===== src/rtl/reg_file_sb_pkg.sv =====
// Shared constants and helpers for the scoreboarded register file.
// Provides the reset-content modes and the per-index initial value.
package regfile_pkg;

   localparam int unsigned INIT_ZERO  = 32'd0;
   localparam int unsigned INIT_INDEX = 32'd1;

   // Register index truncated to the data width, used as the reset value in index mode.
   function automatic logic [31:0] init_value(input int unsigned idx, input int unsigned width);
      logic [31:0] mask;
      if (width >= 32'd32) begin
         mask = 32'hFFFF_FFFF;
      end else begin
         mask = (32'd1 << width) - 32'd1;
      end
      return idx & mask;
   endfunction

endpackage


===== src/rtl/reg_file_sb_if.sv =====
// Decode/writeback bus of the register file: write port, two read ports and scoreboard.
// The master side is the pipeline; the slave side is the register file.
interface reg_file_sb_if #(
   parameter int unsigned WIDTH  = 32'd8,
   parameter int unsigned ADDR_W = 32'd3
);
   logic              we;
   logic [ADDR_W-1:0] waddr;
   logic [WIDTH-1:0]  wdata;
   logic [ADDR_W-1:0] raddr1;
   logic [ADDR_W-1:0] raddr2;
   logic [WIDTH-1:0]  rdata1;
   logic [WIDTH-1:0]  rdata2;
   logic              alloc_en;
   logic [ADDR_W-1:0] alloc_addr;
   logic              busy1;
   logic              busy2;
   logic              hazard;

   modport master (
      output we, waddr, wdata, raddr1, raddr2, alloc_en, alloc_addr,
      input  rdata1, rdata2, busy1, busy2, hazard
   );

   modport slave (
      input  we, waddr, wdata, raddr1, raddr2, alloc_en, alloc_addr,
      output rdata1, rdata2, busy1, busy2, hazard
   );
endinterface


===== src/rtl/reg_file_sb_scoreboard.sv =====
// Per-register busy bits: allocation sets, writeback clears, allocation wins a tie.
// Lookups hide a busy bit that the same-cycle write is about to retire.
module reg_file_scoreboard #(
   parameter int unsigned DEPTH    = 32'd8,
   parameter int unsigned ADDR_W   = $clog2(DEPTH),
   parameter int unsigned ZERO_REG = 32'd0
) (
   input  logic              clk,
   input  logic              reset,
   input  logic              we,
   input  logic [ADDR_W-1:0] waddr,
   input  logic              alloc_en,
   input  logic [ADDR_W-1:0] alloc_addr,
   input  logic [ADDR_W-1:0] raddr1,
   input  logic [ADDR_W-1:0] raddr2,
   output logic              busy1,
   output logic              busy2
);

   logic [DEPTH-1:0] busy_q;
   logic [DEPTH-1:0] busy_d;
   logic             alloc_ok;

   function automatic logic lookup(
      input logic [DEPTH-1:0]  bq,
      input logic [ADDR_W-1:0] ra,
      input logic              w_en,
      input logic [ADDR_W-1:0] wa,
      input logic              a_en,
      input logic [ADDR_W-1:0] aa
   );
      logic res;
      res = bq[ra] & ~(w_en && (wa == ra) && !(a_en && (aa == ra)));
      if ((ZERO_REG == 32'd1) && (ra == '0)) begin
         res = 1'b0;
      end else begin
         res = res;
      end
      return res;
   endfunction

   // Allocations to the hardwired zero register are dropped.
   always_comb begin
      alloc_ok = alloc_en && !((ZERO_REG == 32'd1) && (alloc_addr == '0));
   end

   // Next busy vector: reset clears, set beats clear, otherwise hold.
   always_comb begin
      busy_d = busy_q;
      if (reset) begin
         busy_d = '0;
      end else begin
         for (int r = 0; r < int'(DEPTH); r++) begin
            if (alloc_ok && (alloc_addr == ADDR_W'(r))) begin
               busy_d[r] = 1'b1;
            end else if (we && (waddr == ADDR_W'(r))) begin
               busy_d[r] = 1'b0;
            end else begin
               busy_d[r] = busy_q[r];
            end
         end
      end
   end

   // Busy bit storage.
   always_ff @(posedge clk) begin
      busy_q <= busy_d;
   end

   // Per-port lookups with write-clear bypass.
   always_comb begin
      busy1 = lookup(busy_q, raddr1, we, waddr, alloc_en, alloc_addr);
      busy2 = lookup(busy_q, raddr2, we, waddr, alloc_en, alloc_addr);
   end

endmodule


===== src/rtl/reg_file_sb.sv =====
// Register file with write-through bypass, optional zero register, optional
// registered reads and a busy scoreboard for RAW hazard detection at decode.
module reg_file_sb
   import regfile_pkg::*;
#(
   parameter int unsigned WIDTH        = 32'd8,
   parameter int unsigned DEPTH        = 32'd8,
   parameter int unsigned ADDR_W       = $clog2(DEPTH),
   parameter int unsigned INIT_MODE    = 32'd1,
   parameter int unsigned ZERO_REG     = 32'd0,
   parameter int unsigned READ_LATENCY = 32'd0
) (
   input logic           clk,
   input logic           reset,
   reg_file_sb_if.slave  bus
);

   logic [WIDTH-1:0] mem_q [DEPTH];
   logic [WIDTH-1:0] mem_d [DEPTH];
   logic             wr_ok;
   logic [WIDTH-1:0] rd1_c;
   logic [WIDTH-1:0] rd2_c;
   logic             busy1_c;
   logic             busy2_c;

   // Writes to the hardwired zero register are dropped.
   always_comb begin
      wr_ok = bus.we && !((ZERO_REG == 32'd1) && (bus.waddr == '0));
   end

   // Next array contents: reset image or single-port write.
   always_comb begin
      mem_d = mem_q;
      if (reset) begin
         for (int i = 0; i < int'(DEPTH); i++) begin
            if (INIT_MODE == INIT_INDEX) begin
               mem_d[i] = WIDTH'(init_value(i, WIDTH));
            end else begin
               mem_d[i] = '0;
            end
         end
         if (ZERO_REG == 32'd1) begin
            mem_d[0] = '0;
         end else begin
            mem_d[0] = mem_d[0];
         end
      end else if (wr_ok) begin
         mem_d[bus.waddr] = bus.wdata;
      end else begin
         mem_d = mem_q;
      end
   end

   // Data array storage.
   always_ff @(posedge clk) begin
      mem_q <= mem_d;
   end

   // Read muxes: zero register beats bypass, bypass beats the array.
   always_comb begin
      rd1_c = mem_q[bus.raddr1];
      rd2_c = mem_q[bus.raddr2];
      if (wr_ok && (bus.waddr == bus.raddr1)) begin
         rd1_c = bus.wdata;
      end else begin
         rd1_c = rd1_c;
      end
      if (wr_ok && (bus.waddr == bus.raddr2)) begin
         rd2_c = bus.wdata;
      end else begin
         rd2_c = rd2_c;
      end
      if ((ZERO_REG == 32'd1) && (bus.raddr1 == '0)) begin
         rd1_c = '0;
      end else begin
         rd1_c = rd1_c;
      end
      if ((ZERO_REG == 32'd1) && (bus.raddr2 == '0)) begin
         rd2_c = '0;
      end else begin
         rd2_c = rd2_c;
      end
   end

   reg_file_scoreboard #(
      .DEPTH    (DEPTH),
      .ADDR_W   (ADDR_W),
      .ZERO_REG (ZERO_REG)
   ) u_sb (
      .clk        (clk),
      .reset      (reset),
      .we         (bus.we),
      .waddr      (bus.waddr),
      .alloc_en   (bus.alloc_en),
      .alloc_addr (bus.alloc_addr),
      .raddr1     (bus.raddr1),
      .raddr2     (bus.raddr2),
      .busy1      (busy1_c),
      .busy2      (busy2_c)
   );

   if (READ_LATENCY == 32'd1) begin : g_lat1
      logic [WIDTH-1:0] rdata1_q, rdata1_d;
      logic [WIDTH-1:0] rdata2_q, rdata2_d;
      logic             busy1_q, busy1_d;
      logic             busy2_q, busy2_d;

      // Output stage samples the latency-0 view; reset forces zeros.
      always_comb begin
         if (reset) begin
            rdata1_d = '0;
            rdata2_d = '0;
            busy1_d  = 1'b0;
            busy2_d  = 1'b0;
         end else begin
            rdata1_d = rd1_c;
            rdata2_d = rd2_c;
            busy1_d  = busy1_c;
            busy2_d  = busy2_c;
         end
      end

      // Output stage registers.
      always_ff @(posedge clk) begin
         rdata1_q <= rdata1_d;
         rdata2_q <= rdata2_d;
         busy1_q  <= busy1_d;
         busy2_q  <= busy2_d;
      end

      assign bus.rdata1 = rdata1_q;
      assign bus.rdata2 = rdata2_q;
      assign bus.busy1  = busy1_q;
      assign bus.busy2  = busy2_q;
   end else begin : g_lat0
      assign bus.rdata1 = rd1_c;
      assign bus.rdata2 = rd2_c;
      assign bus.busy1  = busy1_c;
      assign bus.busy2  = busy2_c;
   end

   assign bus.hazard = bus.busy1 | bus.busy2;

endmodule


===== src/flat_wrapper.sv =====
// flat-port wrapper written by rule: the top's interface ports become plain ports
module reg_file_sb_flat import regfile_pkg::*;
#(
   parameter int unsigned WIDTH        = 32'd8,
   parameter int unsigned DEPTH        = 32'd8,
   parameter int unsigned ADDR_W       = $clog2(DEPTH),
   parameter int unsigned INIT_MODE    = 32'd1,
   parameter int unsigned ZERO_REG     = 32'd0,
   parameter int unsigned READ_LATENCY = 32'd0
)
  (clk, reset, bus_we, bus_waddr, bus_wdata, bus_raddr1, bus_raddr2, bus_alloc_en, bus_alloc_addr, bus_rdata1, bus_rdata2, bus_busy1, bus_busy2, bus_hazard);
  reg_file_sb_if #(.WIDTH(WIDTH), .ADDR_W(ADDR_W)) bus_i ();
  input logic clk;
  input logic reset;
  input wire logic [$bits(bus_i.we)-1:0] bus_we;
  input wire logic [$bits(bus_i.waddr)-1:0] bus_waddr;
  input wire logic [$bits(bus_i.wdata)-1:0] bus_wdata;
  input wire logic [$bits(bus_i.raddr1)-1:0] bus_raddr1;
  input wire logic [$bits(bus_i.raddr2)-1:0] bus_raddr2;
  input wire logic [$bits(bus_i.alloc_en)-1:0] bus_alloc_en;
  input wire logic [$bits(bus_i.alloc_addr)-1:0] bus_alloc_addr;
  output wire logic [$bits(bus_i.rdata1)-1:0] bus_rdata1;
  output wire logic [$bits(bus_i.rdata2)-1:0] bus_rdata2;
  output wire logic [$bits(bus_i.busy1)-1:0] bus_busy1;
  output wire logic [$bits(bus_i.busy2)-1:0] bus_busy2;
  output wire logic [$bits(bus_i.hazard)-1:0] bus_hazard;
  assign bus_i.we = bus_we;
  assign bus_i.waddr = bus_waddr;
  assign bus_i.wdata = bus_wdata;
  assign bus_i.raddr1 = bus_raddr1;
  assign bus_i.raddr2 = bus_raddr2;
  assign bus_i.alloc_en = bus_alloc_en;
  assign bus_i.alloc_addr = bus_alloc_addr;
  assign bus_rdata1 = bus_i.rdata1;
  assign bus_rdata2 = bus_i.rdata2;
  assign bus_busy1 = bus_i.busy1;
  assign bus_busy2 = bus_i.busy2;
  assign bus_hazard = bus_i.hazard;
  reg_file_sb #(.WIDTH(WIDTH), .DEPTH(DEPTH), .ADDR_W(ADDR_W), .INIT_MODE(INIT_MODE), .ZERO_REG(ZERO_REG), .READ_LATENCY(READ_LATENCY)) u_core (.clk(clk), .reset(reset), .bus(bus_i));
endmodule

===== config.mk =====
export PLATFORM = sky130hd
export DESIGN_NAME = reg_file_sb_flat
export DESIGN_NICKNAME = d
export VERILOG_FILES = /design/src/rtl/reg_file_sb_pkg.sv /design/src/rtl/reg_file_sb_if.sv /design/src/rtl/reg_file_sb_scoreboard.sv /design/src/rtl/reg_file_sb.sv /design/src/flat_wrapper.sv
export SDC_FILE = /design/constraint.sdc
export NUM_CORES = 1
export LEC_CHECK = 0
export BUFFER_PORTS_ARGS = -buffer_cell sky130_fd_sc_hd__buf_2
export CAP_MARGIN = 20
export CORE_MARGIN = 2
export CORE_UTILIZATION = 55
export DETAILED_ROUTE_END_ITERATION = 8
export PLACE_DENSITY = 0.75
export SYNTH_ARGS = -nofsm -noshare
export SYNTH_HDL_FRONTEND = slang
export SYNTH_SLANG_ARGS = --single-unit

===== constraint.sdc =====
create_clock -name clk -period 2.3 [get_ports clk]
set_input_delay 0.46 -clock clk [delete_from_list [all_inputs] [get_ports clk]]
set_output_delay 0.46 -clock clk [all_outputs]
set_load 0.05 [all_outputs]

# Word level (Yosys, flattened, before mapping)
# Cells that the tools add are included.
# word_totals
reg_bits	72
output_inout_bits	19
# classes
magnitude_cmp	6
n_eq_ne	18
n_mux	31
n_bitwise	8
reduce_logical	35
# op_table
cell	n
$bwmux 64	1
$mux 8	7
$bmux 8 s3	2
$demux 8 s3	1
$eq 3x3->1 const B	8
$logic_and 1x1->1	23
$mux 1	18
$reduce_bool 2->1	8
$eq 3x2->1 const B	4
$eq 3x3->1	4
$ge 4x4->1 const B	3
$not 3->4	3
$lt 3x4->1 const B	2
$bmux 1 s3	2
$eq 3x1->1 const B	2
$logic_not 3->1	2
$lt 4x1->1 const B	1
$and 1x1->1	2
$logic_not 1->1	2
$not 1->1	2
$or 1x1->1	1

# Depth between registers and ports, before layout
# Gate-level depths: netlist of the first run.
# logic_depth
word_depth	7
ltp_mapped	6

# Hierarchy
# Synthesis of the first run repeated with hierarchy kept, for this count alone.
# unflattened
hier_cells	426
area_unflattened_um2	4390.5
# modules_own_cells
module	n_inst	cells_each	area_per_inst_um2	seq_area_each_um2
reg_file_sb	1	355	3767.4	1281.2
reg_file_scoreboard	1	71	623.1	160.2

# Least setup slack after synthesis of the first run
# Ideal clock, no wire load.
# synth_path
path_type	input-to-output
startpoint	in bus_raddr2[1]
endpoint	out bus_rdata2[0]
t_arrival_ps	2013
setup_slack_ps	-173
cell_stages	5
cell_sequence	buf_2 xnor2_1 nand4_2 buf_2 a21oi_1
# synth_between
elab_chain_cells	5
word_cells_on_any_way	7
# synth_rtl
item	line	rtl
start: declaration	flat_wrapper.sv:19	input wire logic [$bits(bus_i.raddr2)-1:0] bus_raddr2;
$not 3->4 (not written as such)	reg_file_sb.sv:62	rd2_c = mem_q[bus.raddr2];
$bmux 8 s3	reg_file_sb.sv:62	
$mux 8 (not written as such) (2 in a row)	reg_file_sb.sv:62	
$mux 8 *	reg_file_sb.sv:68	if (wr_ok && (bus.waddr == bus.raddr2)) begin
end: declaration	flat_wrapper.sv:23	output wire logic [$bits(bus_i.rdata2)-1:0] bus_rdata2;
# Mark *: on every way between the ends. The rest lies on a longest branch, timed or not. The select of a mux whose other input is x is not followed.

# Worst setup path after layout of the first run
# layout_path
startpoint	reg u_core.u_sb.busy_q[7]
endpoint	out bus_hazard
# layout_between
elab_chain_cells	4
word_cells_on_any_way	7
# layout_rtl
item	line	rtl
start: declaration	reg_file_sb_scoreboard.sv:20	logic [DEPTH-1:0] busy_q;
start signal: assignment	reg_file_sb_scoreboard.sv:67	busy_q <= busy_d;
$bmux 1 s3	reg_file_sb_scoreboard.sv:33	res = bq[ra] & ~(w_en && (wa == ra) && !(a_en && (aa == ra)));
$mux 1 (not written as such)	reg_file_sb_scoreboard.sv:33	
$and 1x1->1	reg_file_sb_scoreboard.sv:33	
$or 1x1->1 *	reg_file_sb.sv:142	assign bus.hazard = bus.busy1 | bus.busy2;
end: declaration	flat_wrapper.sv:26	output wire logic [$bits(bus_i.hazard)-1:0] bus_hazard;
# Marks and branches as above.

==> summary.txt, run 1 <==
Status
  • Status: finished with violations
  • Failing checks: negative setup slack

Finish
  • Area grow syn2layout: 19.9%
  • ANT cells: 0
  • Layout cells sized above 1: between 30% and 40%
  • Fin nets: around 530
  • Leading cell type in the layout, fill and taps excluded: nand2_1
  • Layout fillers: 568
  • Most frequent cells in the layout: nand2_1 (134), dfxtp_1 (67), a21oi_1 (61)

Detailed routing
  • Wire length per cell: between 15 and 20 um
  • Routed WL: between 10 and 15 mm
  • Residual DRC count: 0
  • Via count of the routed design: between 3,000 and 4,000
  • TritonRoute pass-1 iters: 4
  • Detail Route Antenna Nets: 0
  • Iter 0 DRT Violations: 349
  • Vias per cell: 6.09

STA
  • Worst Tran Pin Value: 738 ps
  • Final-report hold violation count: 0
  • Worst Skew: 0 ps
  • Tmin final: approximately 2400 ps
  • Setup violations, final: 2
  • Slew Limit Fails: 0
  • Slew HR: about half
  • Period utilisation layout: 105%
  • Unrepaired setup endpoints after global routing: true
  • Final worst slack: -114 ps
  • Setup TNS: -121 ps
  • Max Clock Freq: roughly 410 MHz

Floorplanning
  • Num rows: 31
  • Die W: approximately 90 um
  • Num ports: between 40 and 50
  • Die area: just over 8000 sq um
  • Core Area: about 7200 sq um
  • Initial Util: 56.4%
  • Die H: 89.8 um

Worst hold path
  • Hold Path Class: in -> reg

Placed design
  • Post-DP HPWL: a little over 8 mm
  • Gpl congestion: a little under 0.9
  • Post-placement setup slack: -75.9 ps
  • IO Port Bufs: between 40 and 50

Synth
  • Largest family of logic cells by synthesized area: multiplexers
  • Synth Warn #: 0
  • Compound-Gate Fraction of Synth Area: between 10% and 20%
  • Post-synthesis simple-gate area fraction: between 20% and 30%
  • Post-synth ARST share: 0%
  • Mux cell area share after synthesis: between 20% and 30%
  • Syn avg cell area: 8.98 sq um
  • Post-Synth XOR/XNOR Area: roughly 2.8%
  • Predominant post-synthesis flop cell: dfxtp_1
  • Synthesized flop and latch total: between 70 and 80
  • Post-synth EDFFs: 0
  • Post-synthesis cell count: between 400 and 500
  • Sequential share of the synthesized area: 35.6%
  • Adder and majority gate portion of the synthesized area: 0%
  • Synth cell types: 29
  • Post-synth net total: 475
  • Synth Cell Area: around 4000 sq um

Clocking
  • H-tree levels: 3
  • Clock buffer depth: 2
  • Root Buffer: clkbuf_8
  • TritonCTS clock tree: built
  • Hold-fix buffers, CTS: 0
  • Clock transition at path regs: approximately 80 ps
  • Worst-Skew Late Latency: ~350 ps
  • Sink Count: between 70 and 80
  • Number of CTS-inserted buffers: 9

Power
  • Leak: approximately 1.8 nW
  • Power per Cell Area: a little under 600 nW/um^2
  • Total power: between 0.002 and 0.003 W
  • Maximum VDD drop: approximately 0.00048 V

Run
  • Maxcap violations: 0

Global routing
  • Global-route wire length before repair: between 15 and 20 mm
  • Initial antenna violation count: 0
  • Tot GR Track Use: 29.6%
  • Largest net degree at the start of global routing: 45
  • Vias in the first global route: 3,571
  • GR Overflow Total: 0

Critical path
  • CP max FO: 3
  • CP arrival: roughly 2000 ps
  • Critical Path Start: u_core.u_sb.busy_q[7]
  • Worst Setup End Kind: primary output
  • CP startpoint kind: register
  • R2R Path End: u_core.u_sb.busy_q[5]
  • Critical path type: reg -> out
  • Worst Reg-to-Reg Cells: 2
  • Reg-to-Reg Start: u_core.u_sb.busy_q[5]
  • Worst path required time: between 1500 and 2000 ps
  • CP Capture Point: bus_hazard
  • Reg-to-reg slack, setup: approximately 1600 ps
per-stage QoR:
stage          cells  cell area [sq um]  util (%)  hold WS (ps)
2_1_floorplan    451               4080         -           443
3_3_place_gp     594               4530      63.1           450
3_5_place_dp     594               4530      63.1           459
4_1_cts          610               4750      66.2           415
5_1_grt          614               4860      67.7           446
6_report         614               4860      67.7           426
worst min-delay path by stage:
stage	startpoint	cells past startpoint	end
final	bus_alloc_addr[2]	3	u_core.u_sb.busy_q[7]
after detailed placement	u_core.mem_q[14]	2	u_core.mem_q[14]
after floorplan	u_core.mem_q[11]	2	u_core.mem_q[11]
after global routing	bus_wdata[6]	3	u_core.mem_q[54]
after global placement	u_core.mem_q[40]	2	u_core.mem_q[40]
after CTS	bus_alloc_addr[2]	3	u_core.u_sb.busy_q[7]
flip-flops by register name, summed over array words and instances (netlist names):
signal              cells
u_core.mem_q           64
u_core.u_sb.busy_q      8
Yosys cell counts, types with 4 or more instances:
library cell / count / area, sq um
mux2i_1: 16 / 160
nor2_1: 31 / 116
a32oi_1: 4 / 35.0
dfxtp_1: 72 / 1440
buf_6: 4 / 45.0
nand2_1: 134 / 503
nor2b_1: 6 / 37.5
nand3b_1: 12 / 90.1
a21oi_1: 69 / 345
clkbuf_1: 19 / 71.3
buf_2: 8 / 40.0
xnor2_1: 11 / 96.3
mux4_2: 36 / 811
nand3_1: 4 / 20.0
routing by layer:
metal / up-vias / wire length [um] / track usage, %
li1: 1694 / - / -
met1: 1779 / 4820 / 40.8
met2: 221 / 5460 / 45.8
met3: 48 / 1160 / 4.02
met4: 0 / 529 / 16.0
met5: - / 0 / 0
layout make-up:
| cell class | count | area [sq um] | area share [%] |
|---|---|---|---|
| timing repair buffer | 84 | 632 | 13.0 |
| sequential | 72 | 1450 | 29.8 |
| tap | 99 | 124 | 2.55 |
| multi-input combinational | 343 | 2470 | 50.8 |
| clock buffer | 12 | 155 | 3.20 |
| clock inverter | 4 | 28.8 | 0.593 |
logic make-up after synthesis:
| group | after synthesis |
|---|---|
| buffers and inverters | 36 |
| and+or+nand+nor | 199 |
| DFF | 72 |
| AOI/OAI and AO/OA | 78 |
| xor gates and xnor gates | 12 |
| muxes | 54 |
critical path, cell delays in order (launching register included):
cell and delay [ps]:
dfxtp_2 340, mux4_2 470, mux2_4 270, o21a_4 120
or2_4 250, buf_8 150
timing repair:
item | in CTS | in global routing
pin swaps | 0 | 1
setup buffers | 0 | 3
setup endpoints to repair | 9 | 14
gates resized for setup | 10 | 24
cloned | 0 | 1
power by group:
group / leakage, nW / internal [W] / total (W) / switching, W
combinational: 1.17 / 0.000230 / 0.000584 / 0.000354
clock: 0.0886 / 0.000451 / 0.000939 / 0.000488
sequential: 0.586 / 0.00128 / 0.00130 / 0.0000240
Note: power is estimated with default switching activity, not from simulation.
==> run 2: changes to the inputs <==
--- a/config.mk
+++ b/config.mk
@@ -13,4 +13,5 @@
 export PLACE_DENSITY = 0.75
 export SYNTH_ARGS = -nofsm -noshare
 export SYNTH_HDL_FRONTEND = slang
+export SYNTH_HIERARCHICAL = 1
 export SYNTH_SLANG_ARGS = --single-unit
==> run 2 against run 1 <==
  * The flow still finishes with violations (negative setup slack)
  * Sequential share of layout area decreased by 2.3 points
  * Count of clock-buffer cells in the layout decreased by 2
  * Die area increased by 8.1%
  * Sequential cell count unchanged
  * Clock skew unchanged
  * Worst setup slack improved by 25 ps
  * Sequential power about the same
  * Power increased by 6.5%
==> summary.txt, run 2 <==
Critical path
  • Reg-to-reg slack, setup: 1460 ps (-100 ps)
  • Slowest CP cell: mux4_2
  • CP arrival: 1930 ps (-20 ps)
  • Worst path required time: 1840 ps (about the same)
  • CP max FO: 8 (+5)
  • Worst Setup End Kind: primary output
  • Max incr delay on CP: 530 ps (+60 ps)
  • Crit path cell chain: buf_12, buf_12, mux4_2, mux2_4, mux2_4, buf_8
  • CP startpoint kind: input port
  • Critical path type: in -> out

Clocking
  • H-tree levels: 3 (unchanged)
  • Sink Count: 72 (unchanged)
  • Post-CTS Setup Bufs: 0 (unchanged)
  • Hold-fix buffers, CTS: 0 (unchanged)
  • Clock buffer depth: 2 (unchanged)
  • Clock transition at path regs: 80 ps (about the same)
  • Worst-Skew Late Latency: 340 ps (about the same)
  • Root Buffer: clkbuf_8
  • TritonCTS clock tree: built
  • Number of CTS-inserted buffers: 9 (unchanged)

STA
  • Worst Tran Pin Value: 512 ps (-226 ps)
  • Setup violations, final: 16 (+14)
  • Final-report hold violation count: 0 (unchanged)
  • Slew Limit Fails: 0 (unchanged)
  • Unrepaired setup endpoints after global routing: true
  • Tmin final: 2390 ps (-25.2 ps)
  • Final worst slack: -89.0 ps (+25.2 ps)
  • Period utilisation layout: 104% (-1.1 points)
  • Max Clock Freq: 419 MHz (+1.1%)
  • Worst Skew: 0 ps (unchanged)
  • Setup TNS: -920 ps (-799 ps)
  • Slew HR: 65.7% (+15 points)

Placed design
  • Post-DP HPWL: 7.66 mm (-5.6%)
  • Gpl congestion: 0.831 (-5.3%)
  • IO Port Bufs: 42 (unchanged)

Worst hold path
  • Hold Path Class: in -> reg

Finish
  • Area grow syn2layout: 19.8% (about the same)
  • Fin util: 68.1% (+0.41 points)
  • Largest regs: u_core/mem_q (64), u_core/u_sb/busy_q (8)
  • Most frequent cells in the layout: nand2_1 (85), dfxtp_1 (69), a21oi_1 (39)
  • Leading cell type in the layout, fill and taps excluded: nand2_1
  • Layout fillers: 545 (-4.0%)
  • Layout cells sized above 1: 35.9% (+4.1 points)
  • Fin nets: 487 (-8.8%)
  • Largest Register: u_core/mem_q
  • Max reg flops: 64 (unchanged)
  • ANT cells: 0 (unchanged)

Global routing
  • Global-route wire length before repair: 18.7 mm (+1.1%)
  • Tot GR Track Use: 28.4% (-1.2 points)
  • GR Overflow Total: 0 (unchanged)
  • Largest net degree at the start of global routing: 73 (+62%)
  • Initial antenna violation count: 0 (unchanged)
  • Vias in the first global route: 3,586 (+0.42%)

Floorplanning
  • Die H: 93.3 um (+3.9%)
  • Initial Util: 56.8% (+0.39 points)
  • Die W: 93.3 um (+3.9%)
  • Core Area: 7730 sq um (+7.7%)
  • Die area: 8710 sq um (+8.1%)
  • Num rows: 32 (+3.2%)
  • Num ports: 43 (unchanged)

Power
  • Leak: 1.99 nW (+7.9%)
  • Total power: 0.00301 W (+6.5%)
  • Maximum VDD drop: 0.000306 V (-36%)
  • Power per Cell Area: 572 nW/um^2 (-1.7%)

Synth
  • Most frequent cell after synthesis: nand2_1
  • Synth Cell Area: 4390 sq um (+8.4%)
  • Top cells by area, synth: dfxtp_1 (33%), mux4_1 (12%), mux4_2 (8.2%)
  • Post-synth net total: 450 (-5.3%)
  • Syn avg cell area: 10.3 sq um (+15%)
  • Post-synthesis cell count: 426 (-5.5%)
  • Predominant post-synthesis flop cell: dfxtp_1
  • Post-synth EDFFs: 0 (unchanged)
  • Synth Warn #: 6 (+6)
  • Area fraction of the dominant cell type after synthesis: 32.8% (-2.8 points)
  • Sequential share of the synthesized area: 32.8% (-2.8 points)
  • Synthesized flop and latch total: 72 (unchanged)
  • Synth cell types: 34 (+17%)
  • Post-synth ARST share: 0% (unchanged)
  • Synth area leader: dfxtp_1
  • Top post-synthesis cells by count: nand2_1 (85), dfxtp_1 (72), a21oi_1 (39), clkbuf_1 (24), nor2_1 (24)

Status
  • Failing checks: negative setup slack
  • Status: finished with violations

Detailed routing
  • Vias per cell: 6.22 (+2.0%)
  • Routed WL: 11.9 mm (-0.60%)
  • TritonRoute pass-1 iters: 5 (+1)
  • Iter 0 DRT Violations: 387 (+11%)
  • Residual DRC count: 0 (unchanged)
  • Wire length per cell: 20.9 um (+7.1%)
  • Detail Route Antenna Nets: 0 (unchanged)
  • Via count of the routed design: 3,543 (-5.3%)

Run
  • Maxcap violations: 0 (unchanged)
==> run 2: changes by cell type in the layout (fill, tap and decap cells not counted), moves of 6 or more <==
cell / previous run / this run
nand2_1: 134 / 85
mux2_4: 1 / 28
a21oi_1: 61 / 39
buf_4: 37 / 16
buf_2: 35 / 22
buf_8: 3 / 12
mux2i_1: 12 / 21
a21oi_2: 8 / 0
nor2_1: 31 / 24
o21ai_0: 0 / 6
==> run 2: critical path, delay by kind of cell <==
kind | cells | cell delay [ps]
mux | 3 | 1080
buf+inv | 3 | 380
==> run 2: power by group <==
group	leakage, nW	internal (W)	switching, W
Combinational	1.31	0.000305	0.000353
Clock	0.0989	0.000534	0.000514
Sequential	0.585	0.00128	0.0000249
Total	1.99	0.00212	0.000892
==> run 2: final cells by class <==
cell class / instances / area [sq um] / area share (%)
Timing Repair Buffer: 69 / 723 / 13.7
Clock buffer: 10 / 138 / 2.62
Multi-Input combinational cell: 311 / 2760 / 52.5
Tap cell: 102 / 128 / 2.43
Sequential cell: 72 / 1450 / 27.5
Clock inverter: 6 / 67.6 / 1.28
==> run 2: routing by layer <==
layer | vias to the layer above | wire length [um] | track usage, %
li1 | 1598 | - | -
met1 | 1721 | 4700 | 36.4
met2 | 195 | 5950 | 48.3
met3 | 29 | 986 | 4.83
met4 | 0 | 261 | 10.4
met5 | - | 0 | 0
==> run 2: worst paths after layout <==
kind / start / to / cells past startpoint
setup / recovery: bus_raddr1[0] / bus_rdata1[1] / 6
setup reg to reg: u_core/mem_q[48] / u_core/mem_q[48] / 2
hold reg to reg: u_core/mem_q[36] / u_core/mem_q[36] / 2
hold / removal: bus_alloc_en / u_core/u_sb/busy_q[7] / 3
==> run 2: timing repair <==
item	in CTS	in global routing
gates cloned	2	0
endpoints found under the setup margin	17	18
endpoints found under the hold margin	0	0
gates resized for setup	83	16
==> run 2: cells by family after synthesis <==
| kind of cell | count (synthesis) | share of synthesized area, % |
|---|---|---|
| buf+inv | 43 | 5.50 |
| compound gates | 52 | 6.47 |
| flops | 72 | 32.8 |
| xor+xnor | 18 | 3.59 |
| mux | 91 | 35.0 |
| simple gates | 150 | 16.6 |
==> run 2: metrics by stage <==
| step | hold WS (ps) | std cells | setup slack, ps | area, sq um |
|---|---|---|---|---|
| floorplan | 440 | 426 | 42.5 | 4430 |
| global placement | 447 | 552 | -208 | 4810 |
| detailed placement | 465 | 552 | -227 | 4810 |
| CTS | 423 | 570 | -91.2 | 5230 |
| global route | 452 | 570 | -103 | 5260 |
| finish | 425 | 570 | -89.0 | 5260 |
==> run 3: changes to the inputs <==
--- a/config.mk
+++ b/config.mk
@@ -7,10 +7,12 @@
 export LEC_CHECK = 0
 export BUFFER_PORTS_ARGS = -buffer_cell sky130_fd_sc_hd__buf_2
 export CAP_MARGIN = 20
+export CELL_PAD_IN_SITES_DETAIL_PLACEMENT = 0
+export CELL_PAD_IN_SITES_GLOBAL_PLACEMENT = 1
 export CORE_MARGIN = 2
-export CORE_UTILIZATION = 55
+export CORE_UTILIZATION = 47
 export DETAILED_ROUTE_END_ITERATION = 8
-export PLACE_DENSITY = 0.75
+export PLACE_DENSITY_LB_ADDON = 0.1
 export SYNTH_ARGS = -nofsm -noshare
 export SYNTH_HDL_FRONTEND = slang
 export SYNTH_HIERARCHICAL = 1
==> run 3 against run 2 <==
  * The run still ends with negative setup slack left
  * First-iteration DRC count is 60% lower
  * Sequential power hardly changed
  * Clock skew stayed put
  * Worst setup slack better by 4.3 ps
  * Sequential share of layout area is 0.72 points lower
  * Non-clock buffer count is 10 higher
  * Count of clock-buffer cells in the layout is 1 lower
  * Design area is 2.8% higher
==> summary.txt, run 3 (synthesis results as in run 2) <==
Detailed routing
  • Detail Route Antenna Nets: 0 (unchanged)
  • Iter 0 DRT Violations: 155 (-60%)
  • Via count of the routed design: 3,466 (-2.2%)
  • Routed WL: 12.4 mm (+4.2%)
  • TritonRoute pass-1 iters: 5 (unchanged)
  • Vias per cell: 5.88 (-5.3%)
  • Wire length per cell: 21.0 um (+0.83%)
  • Residual DRC count: 0 (unchanged)

STA
  • Worst Skew: 0 ps (unchanged)
  • Slew HR: 68.9% (+3.2 points)
  • Unrepaired setup endpoints after global routing: true
  • Slew Limit Fails: 0 (unchanged)
  • Final Hold Slack: 417 ps (-8.07 ps)
  • Tmin final: 2380 ps (-4.34 ps)
  • Final worst slack: -84.6 ps (+4.34 ps)
  • Setup violations, final: 16 (unchanged)
  • Period utilisation layout: 104% (-0.19 points)
  • Max Clock Freq: 419 MHz (+0.18%)
  • Final-report hold violation count: 0 (unchanged)
  • Worst Tran Pin Value: 467 ps (-44.7 ps)

Worst hold path
  • Hold_sp: bus_alloc_en
  • Hold Path Class: in -> reg

Floorplanning
  • Core Area: 9150 sq um (+18%)
  • Die area: 10,100 sq um (+16%)
  • Die W: 101 um (+7.8%)
  • Initial Util: 48.0% (-8.8 points)
  • Num ports: 43 (unchanged)
  • Die H: 101 um (+7.8%)
  • Num rows: 35 (+9.4%)

Power
  • Switch Pwr: 0.000915 W (+2.6%)
  • Clock power share: 34.3% (-0.5 points)
  • Maximum VDD drop: 0.000428 V (+40%)
  • Leak: 2.05 nW (+3.0%)
  • Pint: 0.00210 W (-0.64%)
  • Part of the power in registers: 43.1% (-0.2 points)
  • Total power: 0.00302 W (+0.32%)
  • Comb power frac: 22.5% (+0.6 points)
  • Switching share of power: 30.3% (+0.67 points)
  • Power per Cell Area: 558 nW/um^2 (-2.4%)

Clocking
  • H-tree levels: 3 (unchanged)
  • Clock buffer depth: 2 (unchanged)
  • Root Buffer: clkbuf_8
  • Hold-fix buffers, CTS: 0 (unchanged)
  • Worst-Skew Late Latency: 360 ps (+20 ps)
  • Clock transition at path regs: 80 ps (about the same)
  • Sink Count: 72 (unchanged)
  • TritonCTS clock tree: built
  • Number of CTS-inserted buffers: 9 (unchanged)

Placed design
  • IO Port Bufs: 42 (unchanged)
  • DP Area: 4870 sq um (+1.4%)
  • Post-DP HPWL: 8.21 mm (+7.2%)
  • Gpl congestion: 0.764 (-8.0%)
  • Cells after DPL: 565 (+2.4%)

Finish
  • ANT cells: 0 (unchanged)
  • Max reg flops: 64 (unchanged)
  • Fin nets: 497 (+2.1%)
  • Most frequent cells in the layout: nand2_1 (85), dfxtp_1 (68), a21oi_1 (39)
  • Largest Register: u_core/mem_q
  • Largest regs: u_core/mem_q (64), u_core/u_sb/busy_q (8)
  • Area grow syn2layout: 23.2%
  • Post-route cell area: 5410 sq um (+2.8%)
  • Layout cells sized above 1: 37.4% (+1.6 points)
  • Leading cell type in the layout, fill and taps excluded: nand2_1
  • Final Non-Filler Cells: 589 (+3.3%)

Critical path
  • CP startpoint kind: input port
  • Critical path type: in -> out
  • Worst path required time: 1840 ps (about the same)
  • Critical Path Start: bus_raddr2[0]
  • CP arrival: 1920 ps (about the same)
  • CP max FO: 5 (-3)
  • Reg-to-Reg Start: u_core/mem_q[26]
  • Worst Setup End Kind: primary output

Global routing
  • Tot GR Track Use: 26.5% (-1.9 points)
  • GR Overflow Total: 0 (unchanged)
  • Initial antenna violation count: 0 (unchanged)
  • Largest net degree at the start of global routing: 49 (-33%)
  • Global-route wire length before repair: 20.0 mm (+7.1%)
  • Vias in the first global route: 3,563 (-0.64%)

Run
  • Maxcap violations: 0 (unchanged)

Status
  • Failing checks: negative setup slack
  • Status: finished with violations
run 3: cell count changes in the layout (fill, tap and decap cells not counted), moves of 2 or more:
cell and change:
buf_16 +2, buf_6 -4, buf_4 +9, buf_8 +2, buf_12 +2
run 3: worst max-delay path, stage by stage:
cell    delay, ps
buf_12        110
buf_12        130
mux4_2        490
mux2_4        290
mux2_4        280
buf_8         150
run 3: path summary, 6_finish.rpt:
kind	cells after the start	slack [ps]	end
worst max-delay path	6	-80	bus_rdata2[6]
worst min-delay path	3	420	u_core/u_sb/busy_q[7]
worst max register to register	2	1480	u_core/mem_q[26]
worst min register to register	2	470	u_core/mem_q[56]
run 3: layout make-up:
class	instances	area, sq um
fillers	794	3740
well taps	111	139
flip-flops and latches	72	1450
clock buffers	9	124
repair buffers	79	863
clock inverters	7	71.3
multi-input cells	311	2760
run 3: timing repair:
action                                  CTS  global route
cloned                                    4             0
resized for setup                        98             5
buffers inserted                          4             0
endpoints found under the setup margin   17            19
endpoints found under the hold margin     0             0
pin swaps                                 3             3
run 3: power by group through the flow:
stage / registers [W] / clock network [W] / logic [W]
finish: 0.00130 / 0.00104 / 0.000680
global route: 0.00131 / 0.00111 / 0.000722
CTS: 0.00130 / 0.00105 / 0.000680
detailed placement: 0.00133 / 0 / 0.000566
global placement: 0.00133 / 0 / 0.000561
floorplan: 0.00132 / 0 / 0.000417
run 3: metrics by stage:
stage | util (%) | TNS [ps] | setup WS (ps)
final | 59.1 | -936 | -84.6
after global routing | 59.1 | -1450 | -104
after CTS | 59.0 | -972 | -80.2
after detailed placement | 53.3 | -3340 | -244
after global placement | 53.3 | -3060 | -208
after floorplan | - | 0 | 42.5
run 3: metal layers:
layer  part of all wire [%]  global-route usage [%]
met1                     42                    35.3
met5                      0                       0
met3                    4.9                    4.79
met4                    2.5                    9.91
met2                     50                    43.3
